--- src/rtl/fetch_buffer_if.sv ---
// Handshake bundle between the fetch stage, the fetch buffer and decode.
// The buffer takes the slave view; whoever drives fetch/decode takes the master view.
interface fetch_buffer_if #(
  parameter int AW = 2
);
  logic          in_valid;
  logic          in_ready;
  logic [31:0]   in_pc;
  logic [31:0]   in_instr;
  logic          flush;
  logic          out_valid;
  logic          out_ready;
  logic [31:0]   out_pc;
  logic [31:0]   out_instr;
  logic          out_misalign;
  logic [AW:0]   count;

  modport master (
    output in_valid, in_pc, in_instr, flush, out_ready,
    input  in_ready, out_valid, out_pc, out_instr, out_misalign, count
  );

  modport slave (
    input  in_valid, in_pc, in_instr, flush, out_ready,
    output in_ready, out_valid, out_pc, out_instr, out_misalign, count
  );
endinterface

--- src/rtl/fetch_buffer.sv ---
// Small in-order instruction fetch queue between PC/imem and decode.
// Holds {pc, instr, misalign} entries; flush squashes everything on a redirect.
module fetch_buffer #(
  parameter int DEPTH = 4,
  parameter int AW    = 2
) (
  input logic           clk,
  input logic           rst,
  fetch_buffer_if.slave fb
);

  localparam logic [AW:0] FULL = (AW+1)'(DEPTH);

  logic [31:0]      pc_mem    [DEPTH];
  logic [31:0]      instr_mem [DEPTH];
  logic [DEPTH-1:0] mis_mem;

  logic [AW-1:0] wr_ptr;
  logic [AW-1:0] rd_ptr;
  logic [AW:0]   cnt;
  logic          has_data;
  logic          push;
  logic          pop;

  // in_ready looks only at stored state, so a full buffer refuses a push even if decode pops
  assign has_data     = (cnt != '0);
  assign fb.in_ready  = (cnt != FULL);
  assign fb.out_valid = has_data && !fb.flush;
  assign push         = fb.in_valid && fb.in_ready && !fb.flush;
  assign pop          = fb.out_valid && fb.out_ready;

  always_ff @(posedge clk) begin
    if (rst || fb.flush) begin
      wr_ptr <= '0;
      rd_ptr <= '0;
      cnt    <= '0;
    end else begin
      if (push) wr_ptr <= wr_ptr + AW'(1);
      if (pop)  rd_ptr <= rd_ptr + AW'(1);
      case ({push, pop})
        2'b10:   cnt <= cnt + (AW+1)'(1);
        2'b01:   cnt <= cnt - (AW+1)'(1);
        default: cnt <= cnt;
      endcase
    end
  end

  // Storage needs no reset: the outputs are masked whenever the buffer is empty
  always_ff @(posedge clk) begin
    if (push) begin
      pc_mem[wr_ptr]    <= fb.in_pc;
      instr_mem[wr_ptr] <= fb.in_instr;
      mis_mem[wr_ptr]   <= (fb.in_pc[1:0] != 2'b00);
    end
  end

  assign fb.out_pc       = has_data ? pc_mem[rd_ptr]    : '0;
  assign fb.out_instr    = has_data ? instr_mem[rd_ptr] : '0;
  assign fb.out_misalign = has_data && mis_mem[rd_ptr];
  assign fb.count        = cnt;

endmodule

--- src/flat_wrapper.sv ---
// flat-port wrapper written by rule: the top's interface ports become plain ports
module fetch_buffer_flat 
#(
  parameter int DEPTH = 4,
  parameter int AW    = 2
)
  (clk, rst, fb_in_valid, fb_in_pc, fb_in_instr, fb_flush, fb_out_ready, fb_in_ready, fb_out_valid, fb_out_pc, fb_out_instr, fb_out_misalign, fb_count);
  fetch_buffer_if #(.AW(AW)) fb_i ();
  input logic clk;
  input logic rst;
  input wire logic [$bits(fb_i.in_valid)-1:0] fb_in_valid;
  input wire logic [$bits(fb_i.in_pc)-1:0] fb_in_pc;
  input wire logic [$bits(fb_i.in_instr)-1:0] fb_in_instr;
  input wire logic [$bits(fb_i.flush)-1:0] fb_flush;
  input wire logic [$bits(fb_i.out_ready)-1:0] fb_out_ready;
  output wire logic [$bits(fb_i.in_ready)-1:0] fb_in_ready;
  output wire logic [$bits(fb_i.out_valid)-1:0] fb_out_valid;
  output wire logic [$bits(fb_i.out_pc)-1:0] fb_out_pc;
  output wire logic [$bits(fb_i.out_instr)-1:0] fb_out_instr;
  output wire logic [$bits(fb_i.out_misalign)-1:0] fb_out_misalign;
  output wire logic [$bits(fb_i.count)-1:0] fb_count;
  assign fb_i.in_valid = fb_in_valid;
  assign fb_i.in_pc = fb_in_pc;
  assign fb_i.in_instr = fb_in_instr;
  assign fb_i.flush = fb_flush;
  assign fb_i.out_ready = fb_out_ready;
  assign fb_in_ready = fb_i.in_ready;
  assign fb_out_valid = fb_i.out_valid;
  assign fb_out_pc = fb_i.out_pc;
  assign fb_out_instr = fb_i.out_instr;
  assign fb_out_misalign = fb_i.out_misalign;
  assign fb_count = fb_i.count;
  fetch_buffer #(.DEPTH(DEPTH), .AW(AW)) u_core (.clk(clk), .rst(rst), .fb(fb_i));
endmodule
--- config.mk ---
export PLATFORM = sky130hd
export DESIGN_NAME = fetch_buffer_flat
export DESIGN_NICKNAME = d
export VERILOG_FILES = /design/src/rtl/fetch_buffer_if.sv /design/src/rtl/fetch_buffer.sv /design/src/flat_wrapper.sv
export SDC_FILE = /design/constraint.sdc
export NUM_CORES = 1
export LEC_CHECK = 0
export ABC_AREA = 1
export CAP_MARGIN = 30
export CORE_ASPECT_RATIO = 1.25
export CORE_UTILIZATION = 59
export CTS_CLUSTER_SIZE = 10
export DETAILED_ROUTE_END_ITERATION = 6
export GPL_TIMING_DRIVEN = 0
export PLACE_DENSITY = 0.94
export SETUP_SLACK_MARGIN = 0.3
export SLEW_MARGIN = 40
export SYNTH_ARGS = -nofsm -noshare
export SYNTH_HDL_FRONTEND = slang
export SYNTH_SLANG_ARGS = --single-unit
--- constraint.sdc ---
create_clock -name clk -period 9.3 [get_ports clk]
set_input_delay 1.86 -clock clk [delete_from_list [all_inputs] [get_ports clk]]
set_output_delay 1.86 -clock clk [all_outputs]
set_load 0.05 [all_outputs]
Word level (Yosys, flattened, before mapping)
Memory sizes are Yosys's and may differ from the RTL's. A register that Yosys moved wholly into a read port is not among the register bits.
Index checks and enable logic that the tools add are counted.

word-level totals
  memories kept = 2
  word-level logic and storage cells = 41
  register bits after elaboration = 11
  input port bits = 69
  RAM bits = 256

cells by class
  reductions and logical operators = 11
  add/sub/neg operators = 4
  mux-type cells = 14
  magnitude comparators = 3
  equality and inequality tests = 3

memories
  name              depth  bits a word  rd ports  clocked after memory_dff  write ports  line                text
  u_core.instr_mem  4      32           1         1                         1            fetch_buffer.sv:15  logic [31:0] instr_mem [DEPTH];
  u_core.pc_mem     4      32           1         1                         1            fetch_buffer.sv:14  logic [31:0] pc_mem [DEPTH];

operators by type and width
  kind                 count
  $mux 32              2
  $mux 2               4
  $logic_and 1x1->1    6
  $lt 2x3->1 const B   2
  $pmux 3 s2           1
  $add 2x1->2 const B  2
  $bwmux 4             1
  $mux 1               4
  $reduce_bool 2->1    2
  $add 3x1->3 const B  1
  $ne 3x3->1 const B   1
  $reduce_bool 3->1    1
  $sub 3x1->3 const B  1
  $bmux 1 s2           1
  $demux 1 s2          1
  $eq 2x1->1 const B   1
  $eq 2x2->1 const B   1
  $ge 2x1->1 const B   1
  $logic_not 1->1      1
  $logic_or 1x1->1     1

Depth between registers and ports, before layout
  depth after elaboration = 5
  depth in mapped cells = 13
  gate-level depth less buffers = 13

Worst setup path before layout
OpenSTA, ideal clock, no wires.

  kind = in2reg
  start = input fb_flush
  end = memory u_core.instr_mem[0][0], enable pin
  arrival = 4,900 ps
  stages on the path = 3
  path buffers = 0
  slack = 3,912 ps
  library setup time = 489 ps
  data required time = 8,811 ps
  path through = inv_1 > nand3_1 > nor2_1

on the way
  longest elaborated chain between the ends = 4

RTL lines
  element                       line                text
  start: declaration            flat_wrapper.sv:14  input wire logic [$bits(fb_i.flush)-1:0] fb_flush;
  $logic_not 1->1               fetch_buffer.sv:29  assign push = fb.in_valid && fb.in_ready && !fb.flush;
  $logic_and 1x1->1             fetch_buffer.sv:29
  $mux 1                        fetch_buffer.sv:50  if (push) begin
  $mux 1 (implied by the code)  fetch_buffer.sv:52  instr_mem[wr_ptr] <= fb.in_instr;
  end: declaration              fetch_buffer.sv:15

Every way passes these cells.

Worst setup path after layout
  start = input fb_flush
  end = output fb_out_valid

on the way
  longest elaborated chain between the ends = 2

RTL lines
  element            line                text
  $logic_not 1->1    fetch_buffer.sv:28  assign fb.out_valid = has_data && !fb.flush;
  $logic_and 1x1->1  fetch_buffer.sv:28
  end: declaration   flat_wrapper.sv:17  output wire logic [$bits(fb_i.out_valid)-1:0] fb_out_valid;

Every way passes these cells.

==> impl_metrics.py <==
metrics = {
    "run": {
        "maxCapViolCount": 0,
    },
    "critical_path": {
        "cp_top_family": "buffers and inverters",
        "crit_path_max_fanout": 3,
        "end_kind": "output pin",
        "worst_path_max_delay_cell": "clkdlybuf4s50_1",
        "worst-path-buf-inv": 2,
        "cp.arrival_ns": 3.28,
        "crit_top_cell": "clkdlybuf4s50_1",
        "crit_path_cell_trace": "clkdlybuf4s50_1 -> nor2_1 -> clkdlybuf4s50_1",
        "crit_type": "in -> out",
        "reg2regPathDepth": 7,
        "required_ns": 7.44,
        "slowest_delay_ns": 0.83,
        "r2r_end": "u_core.pc_mem[1][7]$_DFFE_PP_",
        "critPathLaunchType": "input pin",
        "ff2ff_setup_slack_ns": 6.90,
        "rr_startpoint": "u_core.fb.count[1]$_SDFFE_PP0P_",
    },
    "detailed_routing": {
        "routed_wl_mm": 25.50,
        "routed_via_density": 5.837,
        "wl_per_cell_um": 20.24,
        "ant_nets": 0,
        "drt_iter0_markers": 752,
        "firstDrtPassIters": 5,
        "drc": 0,
        "vias": 7355,
    },
    "min_path": {
        "whs_endpoint": "u_core.fb.count[0]$_SDFFE_PP0P_",
        "whs_path_depth": 2,
        "hp-class": "reg -> reg",
        "min_from": "u_core.fb.count[0]$_SDFFE_PP0P_",
    },
    "global_routing": {
        "overflow": 0,
        "grt_usage_pct": 28.66,
        "first_global_vias": 7577,
        "grt_max_degree": 19,
        "grt_pass1_wl_mm": 39.37,
        "antenna_found_initial": 1,
    },
    "synthesis": {
        "synth-edff-count": 260,
        "syn_inst": 841,
        "synthTopCellsByArea": "edfxtp_1, nor2_1, o21ai_0",
        "ys_types": 19,
        "yosysWarnings": 0,
        "async_flop_share_pct": 0,
        "ys_top_cells_by_count": "nor2_1, edfxtp_1, o21ai_0",
        "synth_area_per_cell_um2": 12.58,
        "netlist_area_um2": 10580,
        "synth_most_common_cell": "nor2_1",
        "yosysSeqAreaShare_pct": 75.48,
        "synth_nets": 916,
        "ys_seq_elements": 269,
        "synth_top_area_share_pct": 73.78,
        "ys.flop_type": "edfxtp_1",
        "yosysTopAreaCell": "edfxtp_1",
    },
    "floorplanning": {
        "num_rows": 54,
        "io_pins": 139,
        "fp.dieW_um": 121.8,
        "dieArea_um2": 18480,
        "start_util_pct": 60.47,
        "die_height_um": 151.7,
        "core_um2": 17500,
    },
    "cts": {
        "ctsResizeCount": 0,
        "clockRootBuffer": "clkbuf_16",
        "cts_sinks": 269,
        "cts_tree": "done",
        "post_cts_buffers": 0,
        "cts_buffers": 30,
        "clk_pin_slew_ns": 0.05,
        "clock_path_buffers": 3,
        "cts_hold_buf": 0,
        "clkLatencyLatePin_ns": 0.53,
        "htree_levels": 1,
    },
    "timing": {
        "max_freq_ghz": 0.1945,
        "rsz0062_at_grt": "false",
        "drv_slew": 0,
        "fin_crit_sh_pct": 55.27,
        "setup_violations": 0,
        "setup_tns_ns": 0,
        "setup_ws_ns": 4.160,
        "layout_min_cycle_time_ns": 5.140,
        "final.setup_skew_ns": 0.005290,
        "worst_slew_pin_slew_ns": 0.6794,
        "maxSlewHeadroom_pct": 54.60,
        "final_hold_viol_count": 0,
    },
    "finish": {
        "antenna_cells": 0,
        "fin_nets": 1100,
        "register_area_um2": 7988,
        "area_delta_synth_final_pct": 26.67,
        "fillers": 968,
        "multi_input_comb_area_um2": 2237,
        "finalNonFillerCells": 1260,
        "drive_gt1_share_pct": 7.915,
    },
    "place": {
        "dp_cells": 1217,
        "pre_cts_ws_ns": 4.155,
        "port-buffer-count": 138,
        "place.gp.congestion": 0.7719,
        "dp_hpwl_mm": 16.30,
    },
    "status": {
        "status": "finished clean",
    },
    "power_and_ir_drop": {
        "vdd_drop_max_uv": 168.7,
        "p_leak_nw": 4.615,
        "power.density_nw_per_um2": 191.9,
    },
}
==> state kept, by name, summed over array words and instances, names as in the netlist, named ones only <==
name              cells
u_core.pc_mem       128
u_core.rd_ptr         2
u_core.mis_mem        4
u_core.fb.count       3
u_core.wr_ptr         2
u_core.instr_mem    128
==> power breakdown <==
part           total (mW)  internal, mW  switching, mW
sequential           1.36          1.35        0.00655
combinational       0.197        0.0710          0.126
clock                1.02         0.598          0.418
total                2.57          2.02          0.550
==> logic make-up after synthesis <==
family | count (synthesis) | share of synthesized area (%)
AOI/OAI and AO/OA | 201 | 9.506
DFF | 269 | 75.48
adders and majority gates | 6 | 0.7803
and+or+nand+nor | 295 | 10.57
buffers and inverters | 70 | 3.665
==> through the flow <==
stage               area [µm²]  utilization, %  power [mW]  hold WS, ns
finish                   13410           76.61       2.573       0.5155
global route             13410           76.61       2.636       0.5373
CTS                      13410           76.61       2.575       0.5088
detailed placement       12580           71.91       1.579       0.5010
global placement         12240           69.97       1.567       0.4841
floorplan                10580               -       1.483       0.4695
==> routing by layer <==
layer	GRT usage [%]	part of all wire, %	vias up
li1	-	-	3335
met1	34.29	36	3534
met2	50.59	53	416
met3	4.454	8.0	70
met4	13.83	3.2	0
met5	0	0	-
==> cell usage in the layout (no fill, tap or decap), types with 2 or more instances in the layout <==
| cell | count |
|---|---|
| a21oi_1 | 70 |
| buf_1 | 5 |
| buf_16 | 8 |
| buf_2 | 13 |
| buf_4 | 5 |
| buf_6 | 12 |
| buf_8 | 6 |
| clkbuf_1 | 25 |
| clkbuf_16 | 31 |
| clkdlybuf4s50_1 | 138 |
| dfxtp_1 | 9 |
| edfxtp_1 | 260 |
| ha_1 | 5 |
| inv_1 | 20 |
| inv_2 | 2 |
| nand2_1 | 16 |
| nand3_1 | 5 |
| nor2_1 | 268 |
| nor2_4 | 4 |
| o21ai_0 | 121 |
| o21ai_1 | 10 |
==> tightest hold or removal path: stages (launching register included) <==
cell,delay [ns]
dfxtp_1,0.34
nand2_1,0.08
a21oi_1,0.06
==> worst max-delay path by stage <==
stage	start	cells after the start	end
global route	fb_flush	3	fb_out_valid
CTS	fb_flush	3	fb_out_valid
floorplan	fb_flush	3	u_core.instr_mem[0][0]$_DFFE_PP_
detailed placement	fb_flush	3	fb_out_valid
global placement	fb_flush	4	u_core.instr_mem[1][26]$_DFFE_PP_
finish	fb_flush	3	fb_out_valid
==> layout make-up <==
| class | count | area share, % |
|---|---|---|
| Inverter | 22 | 0.6160 |
| Multi-Input combinational cell | 502 | 16.69 |
| Timing Repair Buffer | 152 | 12.62 |
| Sequential cell | 269 | 59.59 |
| Buffer | 48 | 2.277 |
| Tap cell | 224 | 2.091 |
| Clock buffer | 43 | 6.123 |
Note: power is estimated with default switching activity, not from simulation.
